**src/rtl/mpif_fifo_rd_stage.sv**
```systemverilog
// Read-side stage of the MPIF FIFO: issues RAM reads, buffers up to two words for the
// consumer, and sequences FIFO flushes with a minimum settle time.
module mpif_fifo_rd_stage #(
    parameter int unsigned DATAWIDTH = 32,
    parameter int unsigned FLUSH_MIN = 8
) (
    input  logic                 rdClk,
    input  logic                 rdHardReset_n,
    input  logic                 rdEnable,
    input  logic                 flushReq,
    input  logic                 fifoEmpty,
    input  logic                 fifoPtrsNull,
    input  logic [DATAWIDTH-1:0] fifoRdData,
    input  logic                 outReady,
    output logic                 fifoRead,
    output logic                 rdFlush,
    output logic [DATAWIDTH-1:0] outData,
    output logic                 outValid,
    output logic                 flushDone,
    output logic                 busy,
    output logic [15:0]          wordCnt
);

    localparam int unsigned WaitW = $clog2(FLUSH_MIN + 2);
    localparam logic [WaitW-1:0] WaitMax = WaitW'(FLUSH_MIN);

    typedef enum logic [2:0] {
        StIdle,
        StRun,
        StDrain,
        StFlushReq,
        StFlushWait
    } state_e;

    state_e               state_q, state_d;
    logic [DATAWIDTH-1:0] buf0_q, buf0_d;
    logic [DATAWIDTH-1:0] buf1_q, buf1_d;
    logic [1:0]           bcnt_q, bcnt_d;
    logic                 inflight_q, inflight_d;
    logic [WaitW-1:0]     wait_q, wait_d;
    logic [15:0]          cnt_q, cnt_d;

    logic [1:0] occ;
    logic       pop;
    logic       flush_enter;
    logic       wait_done;

    // occ counts buffered words plus the read whose data lands next cycle
    assign occ         = bcnt_q + {1'b0, inflight_q};
    assign outValid    = (bcnt_q != 2'd0);
    assign pop         = outValid & outReady;
    assign flush_enter = flushReq &
                         ((state_q == StIdle) | (state_q == StRun) | (state_q == StDrain));
    assign wait_done   = (state_q == StFlushWait) & (wait_q >= WaitMax) & fifoPtrsNull;

    assign fifoRead  = (state_q == StRun) & ~fifoEmpty & ((occ - {1'b0, pop}) < 2'd2);
    assign rdFlush   = (state_q == StFlushReq);
    assign flushDone = wait_done;
    assign busy      = (state_q != StIdle);
    assign outData   = buf0_q;
    assign wordCnt   = cnt_q;

    always_comb begin
        state_d = state_q;
        if (flush_enter) begin
            state_d = StFlushReq;
        end else begin
            case (state_q)
                StIdle:      if (rdEnable) state_d = StRun;
                StRun:       if (!rdEnable) state_d = StDrain;
                StDrain: begin
                    if (rdEnable)          state_d = StRun;
                    else if (occ == 2'd0)  state_d = StIdle;
                end
                StFlushReq:  state_d = StFlushWait;
                StFlushWait: if (wait_done) state_d = rdEnable ? StRun : StIdle;
                default:     state_d = StIdle;
            endcase
        end
    end

    always_comb begin
        buf0_d     = buf0_q;
        buf1_d     = buf1_q;
        bcnt_d     = bcnt_q;
        cnt_d      = cnt_q;
        wait_d     = wait_q;
        // a read issued in the flush-request cycle must not land in the buffer
        inflight_d = fifoRead & ~flush_enter;
        if (flush_enter) begin
            buf0_d = '0;
            buf1_d = '0;
            bcnt_d = 2'd0;
            cnt_d  = 16'd0;
            wait_d = '0;
        end else begin
            if (pop) cnt_d = cnt_q + 16'd1;
            case ({inflight_q, pop})
                2'b01: begin
                    buf0_d = buf1_q;
                    bcnt_d = bcnt_q - 2'd1;
                end
                2'b10: begin
                    if (bcnt_q == 2'd0) buf0_d = fifoRdData;
                    else                buf1_d = fifoRdData;
                    bcnt_d = bcnt_q + 2'd1;
                end
                2'b11: begin
                    if (bcnt_q == 2'd1) begin
                        buf0_d = fifoRdData;
                    end else begin
                        buf0_d = buf1_q;
                        buf1_d = fifoRdData;
                    end
                end
                default: ;
            endcase
            if (state_q != StFlushWait)  wait_d = '0;
            else if (wait_q < WaitMax)   wait_d = wait_q + 1'b1;
        end
    end

    always_ff @(posedge rdClk or negedge rdHardReset_n) begin
        if (!rdHardReset_n) begin
            state_q    <= StIdle;
            buf0_q     <= '0;
            buf1_q     <= '0;
            bcnt_q     <= 2'd0;
            inflight_q <= 1'b0;
            wait_q     <= '0;
            cnt_q      <= 16'd0;
        end else begin
            state_q    <= state_d;
            buf0_q     <= buf0_d;
            buf1_q     <= buf1_d;
            bcnt_q     <= bcnt_d;
            inflight_q <= inflight_d;
            wait_q     <= wait_d;
            cnt_q      <= cnt_d;
        end
    end

endmodule

```
**config.mk**
```make
export PLATFORM = sky130hd
export DESIGN_NAME = mpif_fifo_rd_stage
export DESIGN_NICKNAME = d
export VERILOG_FILES = /design/src/rtl/mpif_fifo_rd_stage.sv
export SDC_FILE = /design/constraint.sdc
export NUM_CORES = 1
export LEC_CHECK = 0
export CAP_MARGIN = 20
export CORE_MARGIN = 5
export CORE_UTILIZATION = 29
export CTS_CLUSTER_DIAMETER = 50
export CTS_CLUSTER_SIZE = 14
export DETAILED_ROUTE_END_ITERATION = 12
export GPL_TIMING_DRIVEN = 0
export MAX_ROUTING_LAYER = met4
export PLACE_DENSITY = 0.48
export SYNTH_ARGS = -nofsm -noshare
export SYNTH_HDL_FRONTEND = slang
export SYNTH_SLANG_ARGS = --single-unit
```
**constraint.sdc**
```tcl
create_clock -name rdClk -period 4.4 [get_ports rdClk]
set_input_delay 0.88 -clock rdClk [delete_from_list [all_inputs] [get_ports rdClk]]
set_output_delay 0.88 -clock rdClk [all_outputs]
set_load 0.05 [all_outputs]
```
== Word level (Yosys, flattened, before mapping) ==
Cells that the tools add are included.

* Register bits after elaboration: 90
* Bits in latches: 0
* Bits in writable memories: 0
* Bits in read-only memories: 0
* Output and inout bits: 53
* Logic and storage cells: 79
* Memories kept: 0

* Add/subtract/negate cells: 6
* Multiply operators: 0
* Div/mod/pow operators: 0
* Order comparisons: 3
* Equal/unequal tests: 16
* Shifts and indexed selects: 0
* Mux-type cells: 23
* Bitwise operators: 11
* Reduce and logical (&&, ||, !) cells: 13

{| class="wikitable"
|+ Operators with widths
! operator !! count
|-
| $mux W32 || 6
|-
| $pmux W32 S3 || 1
|-
| $pmux W32 S2 || 1
|-
| $mux W16 || 2
|-
| $ne A3 B3 Y1 const B || 7
|-
| $mux W3 || 6
|-
| $add A16 B1 Y16 const B || 1
|-
| $pmux W3 S5 || 1
|-
| $mux W4 || 3
|-
| $reduce_bool A3 Y1 || 4
|-
| $and A1 B1 Y1 || 7
|-
| $eq A3 B2 Y1 const B || 2
|-
| $add A4 B1 Y4 const B || 1
|-
| $eq A2 B1 Y1 const B || 2
|-
| $eq A2 B2 Y1 const B || 2
|-
| $ge A4 B4 Y1 const B || 1
|-
| $logic_not A2 Y1 || 2
|-
| $lt A4 B4 Y1 const B || 1
|-
| $ne A4 B3 Y1 const B || 1
|-
| $pmux W2 S2 || 1
|-
| $reduce_and A4 Y1 || 1
|-
| $reduce_bool A2 Y1 || 2
|-
| $reduce_bool A4 Y1 || 1
|-
| $eq A3 B1 Y1 const B || 1
|-
| other kinds (13) || 15
|}

== Logic depth before layout (Yosys ltp) ==
* Depth after elaboration: 6
* Depth in mapped cells: 8
* Gate-level depth less buffers: 6

== Worst setup path after synthesis ==
Ideal clock, no wire load.

* Path kind: input to output
* Start point: input port outReady
* End point: output port fifoRead
* Arrival: 2.313 ns
* Data required time: 3.520 ns
* Slack: 1.207 ns
* Cell stages on the path: 5
* Cell sequence: nand2b_1 > buf_2 > nor2_1 > xnor2_1 > nor3_1

* Longest elaborated chain between the ends: 4

{| class="wikitable"
|+ Ends and longest elaborated chain
! element !! line !! RTL
|-
| from (decl) || 14 || <nowiki>input logic outReady,</nowiki>
|-
| $and A1 B1 Y1 || 51 || <nowiki>assign pop = outValid & outReady;</nowiki>
|-
| $sub A2 B1 Y2 || 56 || <nowiki>assign fifoRead = (state_q == StRun) & ~fifoEmpty & ((occ - {1'b0, pop}) < 2'd2);</nowiki>
|-
| $lt A2 B2 Y1 || 56 ||
|-
| $and A1 B1 Y1 || 56 ||
|-
| to (decl) || 15 || <nowiki>output logic fifoRead,</nowiki>
|}

No other way between the ends.

== Worst setup path in the final report ==
Same ends and word-level chain as after synthesis.

==> flow_summary.toml <==
[critical_path]
worstPathCellList = "clkdlybuf4s50_1 > nand2b_1 > buf_2 > nor2_1 > xnor2_1 > nor3_1 > clkdlybuf4s50_1"
crit_start = "outReady"
endpoint = "fifoRead"
rr_worst_depth = 8
critPathMostFrequentCell = "clkdlybuf4s50_1"
critPathCaptureType = "output pin"
crit_slowest_cell = "clkdlybuf4s50_1"
cp_top_family = "buffers and inverters"
slowest_delay_ps = 850
rr_startpoint = "bcnt_q[1]"
start_kind = "input pin"
critPathMaxFanout = 7
cp_num_cells = 7
cp.arrival_ps = 2960
cp_num_buf_inv = 3
path_class = "input pin to output pin"
cp.required_ps = 3520
r2r_end = "outData[25]"
regToRegSetupSlack_ps = 2100

[routing]
ant_nets = 0
drt_iter0_drc = 155
vias = 3547
vias_per_cell = 4.704
drtPass1Iterations = 4
drcViolationCount = 0
wl_per_cell_microns = 15.23
postRouteWirelength_microns = 11480

[power]
p_leak_uw = 0.002216
irDropWorstVdd_v = 0.0002415
cellPowerDensity_mw_per_mm2 = 602.3
power_uw = 3350

[logic_synthesis]
ys_ff_latch = 90
ys_types = 39
synth_warnings = 0
synth_fp_nets = 513
ys_seq_area_share_pct = 54.40
synth_area_sq_mm = 0.004140
syn_inst = 468
postSynthAreaPerCell_sq_um = 8.847

[finish]
seq_area_sq_mm = 0.002252
final_cell_count_no_fill = 754
multi_input_area_sq_mm = 0.001747
drive_gt1_share_pct = 3.833
fill_cells = 1397
finalNetCount = 616
fin_util_pct = 39.92
area_growth_syn_to_layout_pct = 34.36
diodes = 0
design_area_sq_mm = 0.005563

[placed_design]
dp_cells = 740
post-place-ws_ps = 580.7
placed_area_sq_mm = 0.005301
port-buffer-count = 91
dp_hpwl_microns = 8082
gp_congestion = 0.7772

[cts]
cts_setup_buffers = 0
cts_resized = 0
clkSlewWorstSetupHoldPaths_ps = 60
clock-sinks = 90
cts_tree = "done"
ctsHoldBuffers = 0
clock_path_buffers = 2
cts-htree-levels = 3
insertion_delay_ps = 340
root_buffer = "clkbuf_16"
cts_buffers = 9

[floorplanning]
coreArea_sq_mm = 0.01393
start_util_pct = 29.71
die_width_microns = 129.5
die_y_microns = 129.5
dieArea_sq_mm = 0.01677
io_pins = 92
rows = 43

[timing]
maxSlewHeadroom_pct = 56.21
slew_violations = 0
worst_slack_ps = 564.6
tightest_slew_ps = 652.5
fin_crit_sh_pct = 87.17
skew_ps = 7.774
final_hold_viol_count = 0
rsz0062_at_grt = "false"
fmax_mhz = 260.7
post-route-min-period_ps = 3835
setup_violations = 0

[grt]
antenna_found_initial = 0
grt_pass1_vias = 3597
track_usage_pct = 14.52
grt-ovfl-total = 0
grt_max_degree = 48
grt_pass1_wl_microns = 18610

[run]
drv_cap = 0

[status]
outcome = "finished clean"

[worst_hold_path]
hp-class = "flop to flop"
state kept, by name, indices dropped and copies added (netlist names):
register    flops
bcnt_q          2
buf1_q         32
inflight_q      1
outData        32
state_q         3
wait_q          4
wordCnt        16
logic make-up (layout without fill, tap and decap cells):
| kind of cell | count (synthesis) | count (layout) | share of synthesized area [%] |
|---|---|---|---|
| and+or+nand+nor | 198 | 198 | 20.76 |
| AOI/OAI and AO/OA | 118 | 118 | 15.53 |
| DFF | 90 | 90 | 54.40 |
| buffers and inverters | 37 | 143 | 3.415 |
| xor gates and xnor gates | 17 | 17 | 3.596 |
| adders and majority gates | 7 | 7 | 2.055 |
| muxes | 1 | 1 | 0.2418 |
report_power, final:
part	switching [uW]	leakage, uW	internal [uW]	total [uW]
Combinational	1010	0.000879	491	1500
Sequential	129	0.00122	1020	1150
Clock	313	0.000121	393	706
Total	1450	0.00222	1900	3350
worst register-to-register path, cell delays in order (launching register included):
cell      delay (ps)
dfrtp_1          400
inv_1             90
ha_1             230
nand2b_1         150
buf_2            170
o21ai_1          370
clkbuf_1         470
o21ai_0          150
a31oi_1          180
metrics by stage:
stage          TNS, ps  hold WS (ps)
2_1_floorplan        0         497.0
3_3_place_gp   -104110         510.2
3_5_place_dp         0         516.0
4_1_cts              0         525.4
5_1_grt              0         539.9
6_report             0         522.0
metal layers:
layer	wire [microns]	GRT usage, %
met5	0	-
met4	150	4.584
met3	538	2.885
met2	5258	22.29
met1	5532	19.45
layout by cell type, fill, tap and decap left out, types with 3 or more instances in the layout:
master / instances
nand3_1: 5
clkbuf_16: 9
inv_1: 7
nand2_1: 141
or3_1: 3
xor2_1: 8
nand4_1: 4
o21ai_0: 37
and3_1: 3
clkbuf_1: 29
a31oi_1: 33
nor2_1: 22
a21oi_1: 41
clkdlybuf4s50_1: 90
xnor2_1: 9
nor4_1: 3
dfrtp_1: 90
ha_1: 6
worst min-delay path by stage:
stage / start / to / slack [ps] / cells past startpoint
2_1_floorplan: state_q[2] / state_q[1] / 500 / 1
3_3_place_gp: buf1_q[11] / buf1_q[11] / 510 / 2
3_5_place_dp: buf1_q[1] / buf1_q[1] / 520 / 2
4_1_cts: buf1_q[1] / buf1_q[1] / 530 / 2
5_1_grt: buf1_q[1] / buf1_q[1] / 540 / 2
6_report: buf1_q[29] / buf1_q[29] / 520 / 2
synthesized netlist by cell type (all sizes together):
library cell | n | area, sq um
ha | 6 | 75.07
nand2 | 141 | 529.3
or4 | 1 | 7.510
nor4 | 3 | 18.77
nand3 | 5 | 25.02
o31ai | 1 | 7.510
and4 | 2 | 18.77
and4b | 1 | 10.01
o21ai | 39 | 195.2
a21o | 1 | 7.510
nand3b | 1 | 20.02
and2 | 2 | 12.51
a31oi | 33 | 206.5
or3 | 5 | 37.54
and3 | 3 | 18.77
nor3 | 2 | 10.01
nor2b | 2 | 12.51
clkbuf | 27 | 101.4
inv | 7 | 26.28
buf | 3 | 13.76
nor2 | 22 | 82.58
nand2b | 2 | 12.51
xor2 | 8 | 70.07
a211oi | 1 | 7.510
dfrtp | 90 | 2252
mux2i | 1 | 10.01
or2 | 1 | 6.260
o22ai | 1 | 6.260
maj3 | 1 | 10.01
a21oi | 41 | 205.2
o21a | 1 | 7.510
nand4 | 5 | 37.53
xnor2 | 9 | 78.83
cell type report:
cell class	count	share of cell area [%]
multi-input combinational	341	31.40
clock inverter	2	0.2699
clock buffer	12	4.431
buffer	30	2.069
sequential	90	40.49
timing repair buffer	92	16.82
inverter	7	0.4723
tap	180	4.049
No activity file was read; power rests on OpenSTA's default activity.
